--- src/rtl/hazard_pkg.sv ---
// Shared definitions for the decode-stage hazard controller: register-field
// width, the zero register, and the mult/div tracker state encoding.
package hazard_pkg;

  localparam int               REG_W    = 5;
  localparam logic [REG_W-1:0] REG_ZERO = 5'd0;

  typedef enum logic [1:0] {
    IDLE = 2'd0,
    BUSY = 2'd1,
    WB   = 2'd2
  } md_state_e;

endpackage

--- src/rtl/reg_match.sv ---
// Register-field comparator. r0 is hardwired to zero, so it never creates a
// dependency and must never match anything.
module reg_match
  import hazard_pkg::*;
(
  input  logic [REG_W-1:0] a_i,
  input  logic [REG_W-1:0] b_i,
  output logic             match_o
);

  assign match_o = (a_i == b_i) && (a_i != REG_ZERO);

endmodule

--- src/rtl/hazard_stall_unit.sv ---
// Decode-stage hazard controller: load-use detection against X plus a tracker
// for one outstanding mult/div whose destination blocks decode until written back.
module hazard_stall_unit
  import hazard_pkg::*;
#(
  parameter int MD_TIMEOUT = 40,
  parameter int CNT_W      = 6
) (
  input  logic             clock,
  input  logic             reset,
  input  logic [REG_W-1:0] d_rs,
  input  logic [REG_W-1:0] d_rt,
  input  logic [REG_W-1:0] d_rd,
  input  logic             d_uses_rs,
  input  logic             d_uses_rt,
  input  logic             d_writes_rd,
  input  logic             d_is_md,
  input  logic             x_valid,
  input  logic             x_is_load,
  input  logic [REG_W-1:0] x_rd,
  input  logic             md_start,
  input  logic [REG_W-1:0] md_rd,
  input  logic             md_ready,
  output logic             stall_fd,
  output logic             bubble_dx,
  output logic             md_busy,
  output logic [REG_W-1:0] md_pending_rd,
  output logic             md_wb,
  output logic             timeout_err
);

  localparam logic [CNT_W-1:0] CNT_MAX     = '1;
  localparam logic [CNT_W-1:0] TIMEOUT_CNT = CNT_W'(MD_TIMEOUT);

  md_state_e        state_q, state_d;
  logic [REG_W-1:0] rd_q, rd_d;
  logic [CNT_W-1:0] cnt_q, cnt_d;
  logic             err_q, err_d;

  logic rs_x_match, rt_x_match, rs_md_match, rt_md_match, rd_md_match;
  logic load_use, md_hazard;

  // NOTE: sequential state uses non-blocking assignments so every register
  // samples the pre-edge values, independent of statement order.
  always_ff @(posedge clock or posedge reset) begin
    if (reset) begin
      state_q <= IDLE;
      rd_q    <= REG_ZERO;
      cnt_q   <= '0;
      err_q   <= 1'b0;
    end else begin
      state_q <= state_d;
      rd_q    <= rd_d;
      cnt_q   <= cnt_d;
      err_q   <= err_d;
    end
  end

  // NOTE: every comb output gets a default first, so no path can infer a latch.
  always_comb begin
    state_d = state_q;
    rd_d    = rd_q;
    cnt_d   = cnt_q;
    err_d   = err_q;
    unique case (state_q)
      IDLE: begin
        if (md_start) begin
          rd_d    = md_rd;
          cnt_d   = '0;
          state_d = BUSY;
        end
      end
      BUSY: begin
        cnt_d = (cnt_q == CNT_MAX) ? cnt_q : cnt_q + 1'b1;
        // A second issue while one is in flight cannot be tracked; flag and drop it.
        if (md_start) err_d = 1'b1;
        if (md_ready)                  state_d = WB;
        else if (cnt_q >= TIMEOUT_CNT) err_d   = 1'b1;
      end
      WB: begin
        if (md_start) begin
          rd_d    = md_rd;
          cnt_d   = '0;
          state_d = BUSY;
        end else begin
          state_d = IDLE;
        end
      end
      default: state_d = IDLE;
    endcase
  end

  reg_match u_rs_x  (.a_i(d_rs), .b_i(x_rd), .match_o(rs_x_match));
  reg_match u_rt_x  (.a_i(d_rt), .b_i(x_rd), .match_o(rt_x_match));
  reg_match u_rs_md (.a_i(d_rs), .b_i(rd_q), .match_o(rs_md_match));
  reg_match u_rt_md (.a_i(d_rt), .b_i(rd_q), .match_o(rt_md_match));
  reg_match u_rd_md (.a_i(d_rd), .b_i(rd_q), .match_o(rd_md_match));

  // Hazard held through WB so the consumer reads the register file after the write.
  always_comb begin
    load_use  = x_valid && x_is_load &&
                ((d_uses_rs && rs_x_match) || (d_uses_rt && rt_x_match));
    md_hazard = (state_q != IDLE) &&
                ((d_uses_rs && rs_md_match) || (d_uses_rt && rt_md_match) ||
                 (d_writes_rd && rd_md_match) || d_is_md);
    stall_fd      = !reset && (load_use || md_hazard);
    bubble_dx     = stall_fd;
    md_busy       = (state_q != IDLE);
    md_wb         = (state_q == WB);
    md_pending_rd = rd_q;
    timeout_err   = err_q;
  end

endmodule

--- config.mk ---
export PLATFORM = sky130hd
export DESIGN_NAME = hazard_stall_unit
export DESIGN_NICKNAME = d
export VERILOG_FILES = /design/src/rtl/hazard_pkg.sv /design/src/rtl/reg_match.sv /design/src/rtl/hazard_stall_unit.sv
export SDC_FILE = /design/constraint.sdc
export NUM_CORES = 1
export LEC_CHECK = 0
export BUFFER_PORTS_ARGS = -buffer_cell sky130_fd_sc_hd__buf_4
export CAP_MARGIN = 5
export CORE_MARGIN = 10
export CORE_UTILIZATION = 46
export CTS_CLUSTER_SIZE = 14
export DETAILED_ROUTE_END_ITERATION = 10
export GPL_ROUTABILITY_DRIVEN = 0
export PLACE_DENSITY = 0.84
export SYNTH_ARGS = -nofsm -noshare
export SYNTH_HDL_FRONTEND = slang
export SYNTH_SLANG_ARGS = --single-unit
--- constraint.sdc ---
create_clock -name clock -period 2.4 [get_ports clock]
set_input_delay 0.48 -clock clock [delete_from_list [all_inputs] [get_ports clock]]
set_output_delay 0.48 -clock clock [all_outputs]
set_load 0.03 [all_outputs]
==> reports/results.ini, run 1 <==
[clock_network]
h-tree-depth=1
ctsRootBufferMaster=clkbuf_4
cts_sinks=14
insertion_delay_ns=0.28
clockBufferDepth=2
numCtsBuffers=3
clk_transition_reported_paths_ns=0.08
cts_tree=done
hold_buffers=0

[power]
p_clk_frac=0.186
p_seq_frac=0.375
irDropWorstVdd_mv=0.4511
switching_share=0.3702
leakagePower_uw=0.0006617
switchingPower_uw=334.1
p_int_uw=568.6
p_per_area_mw_per_mm2=610.4
p_comb_frac=0.439

[synthesis]
synthTopCellsByArea=dfrtp_1 (35%), xnor2_1 (13%), xor2_1 (11%)
synth_top_area_share=0.3518
syn_nets=140
ys.flop_type=dfrtp_1
synth_seq_cells=14
syn-cell-area_um2=996.0
ys_seq_area_frac=0.3518
synth-async-reset-ratio=1.000
synthCells=103
synth_edf_count=0
ys_types=31
synth_area_leader_cell=dfrtp_1
synth.avg_cell_area_um2=9.669
yosys_warnings=0

[timing]
rsz0062_at_grt=yes
drv_slew=0
finalHoldViolCount=0
fmax_mhz=421.3
relSlewSlack=0.7388
tns_ns=0
period_share=0.9891
period_needed_ns=2.374
fin_hold_ws_ns=0.2609
skew_ns=0.004789
finalWorstSetupSlack_ns=0.02618
worstMarginPinSlew_ns=0.3906
setup_viol=0

[route]
first_pass_iters=7
viasPerCell=5.293
drtIter0Drc=29
wire_per_inst_um=16.39
routed_wl_um=2967
vias=958
ant_nets=0
route.detailed.drc=0

[critical_path]
worstSetupEndpointType=output pin
r2r_cells=6
critical_path_class=in2out
slowest_delay_ns=0.54
r2r_start=cnt_q[0]$_DFFE_PP0P_
reg2reg_slack_ns=0.74
worstPathMaxFanout=3
cp_top_family=simple AND/OR/NAND/NOR gates
rr_endpoint=cnt_q[4]$_DFFE_PP0P_
critical_path_required_ns=1.92
cp.buffers_inverters=2
path_cells=buf_4 -> or4_4 -> o21ai_4 -> nor4_2 -> o2111ai_2 -> nand4_1 -> buf_6
crit_arrival_ns=1.89
start_kind=primary input
slowest_stage=or4_4

[run]
cap_viol_max_count=0

[finish]
syn_to_final_growth_pct=48.49
layout.nets=192
final_layout_size_suffix_gt1_frac=0.4481
antenna_cells=0
stdcell_count=181
fill_cells=154

[place]
port_buffers=44
dp_cells=173
post-place-ws_ns=0.02988
hpwl_um=2340

[outcome]
status=finished clean

[die]
pin_count=45
die_area_mm2=0.004426
rows=16
initial_core_util=0.4975
die_w_um=66.53
die_h_um=66.53
core_area_mm2=0.002002

[global_route]
grtUsageTotal=0.1302
grt_overflow=0
antenna_found_initial=0
grt_max_degree=16
grt_pass1_vias=985
grt_first_pass_wirelength_um=4485

[min_path]
min_path_type=in2async

-- worst min-delay path: cells and delay by family --
kind | cells | cell delay [ns]
buffers and inverters | 3 | 0.44
-- what timing repair did --
item | in CTS | in global routing
setup endpoints to repair | 0 | 2
buffers inserted | 0 | 4
gates resized for setup | 0 | 12
-- routing by layer --
| layer | track usage | vias up | part of all wire | wire (µm) |
|---|---|---|---|---|
| met2 | 0.2404 | 34 | 0.53 | 1566 |
| met5 | 0 | - | 0 | 0 |
| met4 | 0.05236 | 0 | 0.021 | 61 |
| met1 | 0.1272 | 453 | 0.38 | 1127 |
| li1 | - | 460 | - | - |
| met3 | 0.04849 | 11 | 0.071 | 211 |
-- registers in the layout, summed over array words and instances, names as in the netlist --
register       cells
cnt_q              6
md_pending_rd      5
state_q            2
timeout_err        1
-- cells in the final DEF (no fill, tap or decap) --
cell type   n
buf_4      47
xnor2_1    14
xor2_1     13
dfrtp_1     9
nor2_1      6
inv_1       5
nand3_1     5
nand2_1     5
dfrtp_2     5
mux2_1      4
nand4_1     3
clkbuf_4    3
buf_6       3
a21oi_1     2
or2_1       2
and3_1      2
or4_4       2
o21ai_4     2
nor4_1      2
nor4_2      2
or4_1       2
o31ai_1     2
ha_1        2
o211ai_1    1
nand2b_1    1
a31oi_2     1
o22ai_1     1
nor2b_1     1
and2_1      1
o21ai_1     1
o2111ai_2   1
nor3_1      1
xnor2_2     1
mux2_2      1
clkbuf_8    1
-- cells in the mapped netlist (2+ instances only) --
cell and count:
a21oi_1 2, nor4_1 3, o31ai_1 2, xnor2_1 15, and3_1 2, nand3_1 5, nor2_1 6, or4_1 4
xor2_1 13, nand4_1 3, inv_1 5, mux2_1 4, ha_1 2, or2_1 2, nand2_1 5, o21ai_2 2
dfrtp_1 14
-- worst max path at each step --
stage	depth (start not counted)	slack, ns	startpoint	to
detailed placement	7	0.03	d_rs[1]	stall_fd
CTS	6	0.02	md_pending_rd[4]$_DFFE_PP0P_	stall_fd
global route	6	-0.08	md_pending_rd[3]$_DFFE_PP0P_	bubble_dx
global placement	7	0.08	d_rs[1]	bubble_dx
finish	7	0.03	d_rt[1]	bubble_dx
floorplan	6	-0.12	d_rs[1]	stall_fd
-- power groups by stage --
stage	Combinational, µW	Sequential (µW)	Clock, µW
5_1_grt	433	342	184
6_report	397	338	168
2_1_floorplan	189	361	0
3_5_place_dp	354	340	0
3_3_place_gp	341	339	0
4_1_cts	355	336	170
-- cells by family after synthesis --
group / count (synthesis) / share of synthesized area
AO/OA/AOI/OAI: 11 / 0.08919
XOR/XNOR: 28 / 0.2462
adder cells (fa/ha/maj): 2 / 0.02512
buffers and inverters: 8 / 0.03517
flip-flops: 14 / 0.3518
multiplexers: 5 / 0.05653
AND/OR/NAND/NOR: 35 / 0.1960
-- cell type report --
cell class,instances,area [µm²],share of cell area
Sequential cell,14,356.6,0.2411
Inverter,5,18.77,0.01269
Tap cell,27,33.78,0.02284
Multi-Input combinational cell,81,646.9,0.4374
Timing Repair Buffer,50,386.6,0.2614
Clock buffer,4,36.28,0.02453
-- per-stage QoR --
step | total power (µW) | cell area, µm² | util
2_1_floorplan | 550.0 | 1013 | -
3_3_place_gp | 680.2 | 1373 | 0.6856
3_5_place_dp | 694.0 | 1373 | 0.6856
4_1_cts | 860.7 | 1409 | 0.7038
5_1_grt | 959.0 | 1479 | 0.7388
6_report | 902.7 | 1479 | 0.7388
(Power assumes the default switching activity.)
==> run 2: changes to the inputs <==
- CORE_UTILIZATION: 46 -> 48
- CTS_BUF_LIST: unset -> sky130_fd_sc_hd__clkbuf_8
- PLACE_DENSITY: 0.84 -> 0.86
- TNS_END_PERCENT: unset -> 5
==> run 2 against run 1 <==
Sequential power about the same; final area fell by 2.9%; register-to-register slack got worse by 0.07 ns; sequential cell count unchanged; core utilization fell by 0.66 points; sequential share of layout area increased by 0.37 points; wire length decreased by 5.6%; via count shrank 7.6%; clock power increased by 36%; global-route usage decreased by 0.26 points; fmax increased by 1.4%; combinational power is 12% lower.
==> reports/results.ini, run 2 (synthesis results as in run 1) <==
[finish]
layout_commonest_cell=buf_4
fill_cells=153  ; -0.65%
final_layout_size_suffix_gt1_frac=0.4000  ; -0.04805
stdcell_count=177  ; -2.2%
syn_to_final_growth_pct=44.22
final_cell_mix=buf_4 (46), xnor2_1 (15), xor2_1 (13), dfrtp_1 (13), nor2_1 (6)
largest_reg_flops=6  ; unchanged
antenna_cells=0  ; unchanged
top_register=cnt_q
layout.nets=188  ; -2.1%

[place]
post-place-ws_ns=0.04789  ; +0.01801 ns
port_buffers=44  ; unchanged
dp_cells=173  ; unchanged
hpwl_um=2360  ; +0.85%

[global_route]
grt_first_pass_wirelength_um=4353  ; -2.9%
grtUsageTotal=0.1276  ; -0.002641
antenna_found_initial=0  ; unchanged
grt_pass1_vias=932  ; -5.4%
grt_max_degree=16  ; unchanged
grt_overflow=0  ; unchanged

[route]
routed_wl_um=2802  ; -5.6%
drtIter0Drc=33  ; +14%
route.detailed.drc=0  ; unchanged
wire_per_inst_um=15.83  ; -3.4%
vias=885  ; -7.6%
first_pass_iters=4  ; -3
ant_nets=0  ; unchanged
viasPerCell=5.000  ; -5.5%

[timing]
skew_ns=0.003762  ; -0.001027 ns
worstMarginPinSlew_ns=0.3992  ; +0.008626 ns
relSlewSlack=0.7330  ; -0.005769
fmax_mhz=427.1  ; +1.4%
setup_viol=0  ; unchanged
finalHoldViolCount=0  ; unchanged
finalWorstSetupSlack_ns=0.05875  ; +0.03257 ns
period_share=0.9755  ; -0.01357
rsz0062_at_grt=yes
period_needed_ns=2.341  ; -0.03257 ns
drv_slew=0  ; unchanged
tns_ns=0  ; unchanged

[die]
rows=16  ; unchanged
initial_core_util=0.5077  ; +0.01015
core_area_mm2=0.001962  ; -2.0%
die_h_um=65.55  ; -1.5%
die_area_mm2=0.004297  ; -2.9%
pin_count=45  ; unchanged
die_w_um=65.55  ; -1.5%

[critical_path]
crit_arrival_ns=1.86  ; -0.03 ns
critical_path_required_ns=1.92  ; about the same
critical_path_class=in2out
worstPathMaxFanout=3  ; unchanged
start_kind=primary input
worstSetupEndpointType=output pin

[power]
irDropWorstVdd_mv=0.4806  ; +6.5%
p_total_uw=916.4  ; +1.5%
p_per_area_mw_per_mm2=638.0  ; +4.5%
leakagePower_uw=0.0006444  ; -2.6%

[run]
cap_viol_max_count=0  ; unchanged

[min_path]
min_path_type=in2async

[clock_network]
cts_sinks=14  ; unchanged
ctsRootBufferMaster=clkbuf_8
postCtsSetupBuffers=0  ; unchanged
insertion_delay_ns=0.24  ; -0.04 ns
numCtsBuffers=3  ; unchanged
clk_transition_reported_paths_ns=0.06  ; -0.02 ns
h-tree-depth=1  ; unchanged
clockBufferDepth=2  ; unchanged
cts_tree=done

[outcome]
status=finished clean

-- run 2: cell count changes in the layout (fill, tap and decap cells not counted), sizes merged --
cell  before  now
buf       50   46
-- run 2: worst max-delay path, cell delays in order --
cell and delay [ns]:
buf_4 0.13, or4_4 0.54, o21ai_4 0.18, nor4_2 0.06, o2111ai_2 0.16, nand4_1 0.13
buf_4 0.19
-- run 2: routing by layer --
layer	GRT usage	vias up	wire, µm
met5	0	-	0
met4	0.03209	0	72
met3	0.05932	8	235
met2	0.2280	31	1401
met1	0.1312	394	1092
li1	-	452	-
-- run 2: final timing paths --
| path | slack [ns] | end | from | cells after the start |
|---|---|---|---|---|
| max | 0.06 | stall_fd | d_rt[1] | 7 |
| min | 0.29 | md_pending_rd[2]$_DFFE_PP0P_ | reset | 3 |
| max reg2reg | 0.67 | cnt_q[5]$_DFFE_PP0P_ | cnt_q[0]$_DFFE_PP0P_ | 6 |
| min reg2reg | 0.47 | timeout_err$_DFFE_PP0N_ | timeout_err$_DFFE_PP0N_ | 1 |
| max in group asynchronous | 1.92 | md_pending_rd[1]$_DFFE_PP0P_ | reset | 3 |
| min in group clock | 0.43 | state_q[0]$_DFFE_PP0P_ | md_ready | 2 |
-- run 2: repair_timing --
item,CTS,global route
gates resized for setup,0,2
hold buffers,0,0
endpoints found under the setup margin,0,2
-- run 2: final cells by class --
| cell class | count | area, µm² | area share |
|---|---|---|---|
| clock buffer | 4 | 55.05 | 0.03833 |
| multi-input combinational | 81 | 631.9 | 0.4399 |
| sequential | 14 | 351.6 | 0.2448 |
| tap | 27 | 33.78 | 0.02352 |
| inverter | 5 | 18.77 | 0.01307 |
| timing repair buffer | 46 | 345.3 | 0.2404 |
-- run 2: power by group --
group | switching, µW | total (µW) | internal (µW) | leakage, µW
Sequential | 62.5 | 338 | 275 | 0.000174
Clock | 82.7 | 228 | 145 | 0.0000288
Combinational | 181 | 351 | 170 | 0.000442
Total | 326 | 916 | 590 | 0.000644
-- run 2: metrics by stage --
step / utilization / hold slack [ns] / cell area (µm²)
6_report: 0.7321 / 0.2897 / 1436
5_1_grt: 0.7321 / 0.3121 / 1436
2_1_floorplan: - / 0.3890 / 1013
3_5_place_dp: 0.6996 / 0.4552 / 1373
3_3_place_gp: 0.6996 / 0.4487 / 1373
4_1_cts: 0.7277 / 0.3005 / 1428
==> run 3: changes to the inputs <==
- CORE_UTILIZATION: 48 -> 40
- GPL_TIMING_DRIVEN: unset -> 0
- PLACE_DENSITY: 0.86 -> 0.7
==> run 3 against run 2 <==
Clock-buffer cell count did not move; first-iteration DRC count fell by 42%; total power barely moved; register-to-register slack improved by 0.05 ns; highest routed layer unchanged; fmax fell by 0.35%; via count rose by 1.1%; critical endpoint is now bubble_dx.
==> reports/results.ini, run 3 (synthesis results as in run 1) <==
[die]
die_h_um=69.90  ; +6.6%
die_area_mm2=0.004886  ; +14%
die_w_um=69.90  ; +6.6%
pin_count=45  ; unchanged
rows=18  ; +2
initial_core_util=0.4095  ; -0.09819
core_area_mm2=0.002432  ; +24%

[global_route]
grt_pass1_vias=953  ; +2.3%
grtUsageTotal=0.1094  ; -0.01817
grt_overflow=0  ; unchanged
grt_max_degree=17  ; +1
antenna_found_initial=0  ; unchanged
grt_first_pass_wirelength_um=4471  ; +2.7%

[finish]
syn_to_final_growth_pct=46.73
largest_reg_flops=6  ; unchanged
final_cell_mix=buf_4 (47), xnor2_1 (15), dfrtp_1 (14), xor2_1 (13), nor2_1 (6)
final_layout_size_suffix_gt1_frac=0.4052  ; +0.005229
layout.nets=191  ; +1.6%
layout_commonest_cell=buf_4
antenna_cells=0  ; unchanged
top_register=cnt_q
fin_area_mm2=0.001461  ; +1.7%

[critical_path]
critical_path_required_ns=1.92  ; about the same
worstPathMaxFanout=3  ; unchanged
critical_path_class=in2out
start_kind=primary input
worstSetupEndpointType=output pin
crit_arrival_ns=1.87  ; about the same

[timing]
drv_slew=0  ; unchanged
tns_ns=0  ; unchanged
relSlewSlack=0.6769  ; -0.05610
period_needed_ns=2.350  ; +0.008263 ns
worstMarginPinSlew_ns=0.4846  ; +0.08542 ns
fin_hold_ws_ns=0.2162  ; -0.07348 ns
setup_viol=0  ; unchanged
skew_ns=0.0003474  ; -0.003415 ns
rsz0062_at_grt=yes
finalWorstSetupSlack_ns=0.05049  ; -0.008263 ns
finalHoldViolCount=0  ; unchanged
fmax_mhz=425.6  ; -0.35%
period_share=0.9790  ; +0.003443

[power]
p_clk_frac=0.245  ; -0.004
switching_share=0.3500  ; -0.005650
p_seq_frac=0.357  ; -0.012
p_per_area_mw_per_mm2=627.3  ; -1.7%
p_comb_frac=0.398  ; +0.015
p_int_uw=595.9  ; +0.92%
leakagePower_uw=0.0006504  ; +0.93%
switchingPower_uw=320.9  ; -1.5%
irDropWorstVdd_mv=0.6921  ; +44%

[route]
wire_per_inst_um=14.94  ; -5.6%
viasPerCell=4.891  ; -2.2%
drtIter0Drc=19  ; -42%
first_pass_iters=4  ; unchanged
vias=895  ; +1.1%
ant_nets=0  ; unchanged
routed_wl_um=2734  ; -2.4%
route.detailed.drc=0  ; unchanged

[place]
port_buffers=44  ; unchanged
hpwl_um=2314  ; -2.0%
place_area_mm2=0.001381  ; +0.64%
post-place-ws_ns=-0.3077  ; -0.3556 ns

[clock_network]
cts_tree=done
ctsRootBufferMaster=clkbuf_8
insertion_delay_ns=0.24  ; about the same
clk_transition_reported_paths_ns=0.06  ; about the same
h-tree-depth=1  ; unchanged
hold_buffers=0  ; unchanged
numCtsBuffers=3  ; unchanged
clockBufferDepth=2  ; unchanged
cts_sinks=14  ; unchanged

[run]
cap_viol_max_count=0  ; unchanged

[outcome]
status=finished clean

[min_path]
min_path_type=in2async

run 3: cell count changes in the layout (fill, tap and decap cells not counted), sizes merged:
cell | before | now
inv | 5 | 4
clkinvlp | 0 | 1
clkbuf | 4 | 5
buf | 46 | 48
run 3: what timing repair did:
| item | CTS | global route |
|---|---|---|
| pin swaps | 3 | 0 |
| gates cloned | 0 | 0 |
| gates resized for setup | 2 | 1 |
| setup endpoints to repair | 2 | 2 |
| buffers inserted | 0 | 3 |
run 3: final timing paths:
check / from / endpoint / slack [ns] / cells past startpoint
setup / recovery: d_rt[1] / bubble_dx / 0.05 / 7
max in group asynchronous: reset / cnt_q[1]$_DFFE_PP0P_ / 1.97 / 3
hold reg to reg: timeout_err$_DFFE_PP0N_ / timeout_err$_DFFE_PP0N_ / 0.48 / 1
setup reg to reg: cnt_q[0]$_DFFE_PP0P_ / cnt_q[5]$_DFFE_PP0P_ / 0.72 / 6
min in group clock: md_ready / state_q[0]$_DFFE_PP0P_ / 0.43 / 2
hold / removal: reset / state_q[0]$_DFFE_PP0P_ / 0.22 / 3
run 3: layout make-up:
type	count	area (µm²)
fillers	224	970.9
multi-input cells	81	631.9
repair buffers	47	352.8
flip-flops and latches	14	350.3
clock buffers	4	55.05
well taps	30	37.54
inverters	5	22.52
plain buffers	2	11.26
run 3: power groups by stage:
stage / Sequential, µW / Clock [µW] / Combinational (µW)
2_1_floorplan: 361 / 0 / 189
3_3_place_gp: 330 / 0 / 356
3_5_place_dp: 331 / 0 / 367
4_1_cts: 328 / 232 / 366
5_1_grt: 336 / 245 / 403
6_report: 328 / 225 / 364
run 3: layer usage:
layer,share of wire,vias to the layer above,track usage
met5,0,-,0
met3,0.047,2,0.02966
met1,0.41,413,0.1190
met4,0.0048,0,0.03070
met2,0.54,19,0.2004
li1,-,461,-
run 3: critical path, cell delays in order:
cell and delay, ns:
buf_4 0.13, or4_4 0.54, o21ai_4 0.15, nor4_2 0.06, o2111ai_2 0.17, nand4_1 0.14, buf_4 0.19
run 3: through the flow:
| stage | util | cells | power [µW] |
|---|---|---|---|
| global placement | 0.5679 | 177 | 686.1 |
| global route | 0.6008 | 183 | 983.0 |
| CTS | 0.5905 | 180 | 925.1 |
| detailed placement | 0.5679 | 177 | 698.3 |
| finish | 0.6008 | 183 | 916.8 |
| floorplan | - | 103 | 550.0 |
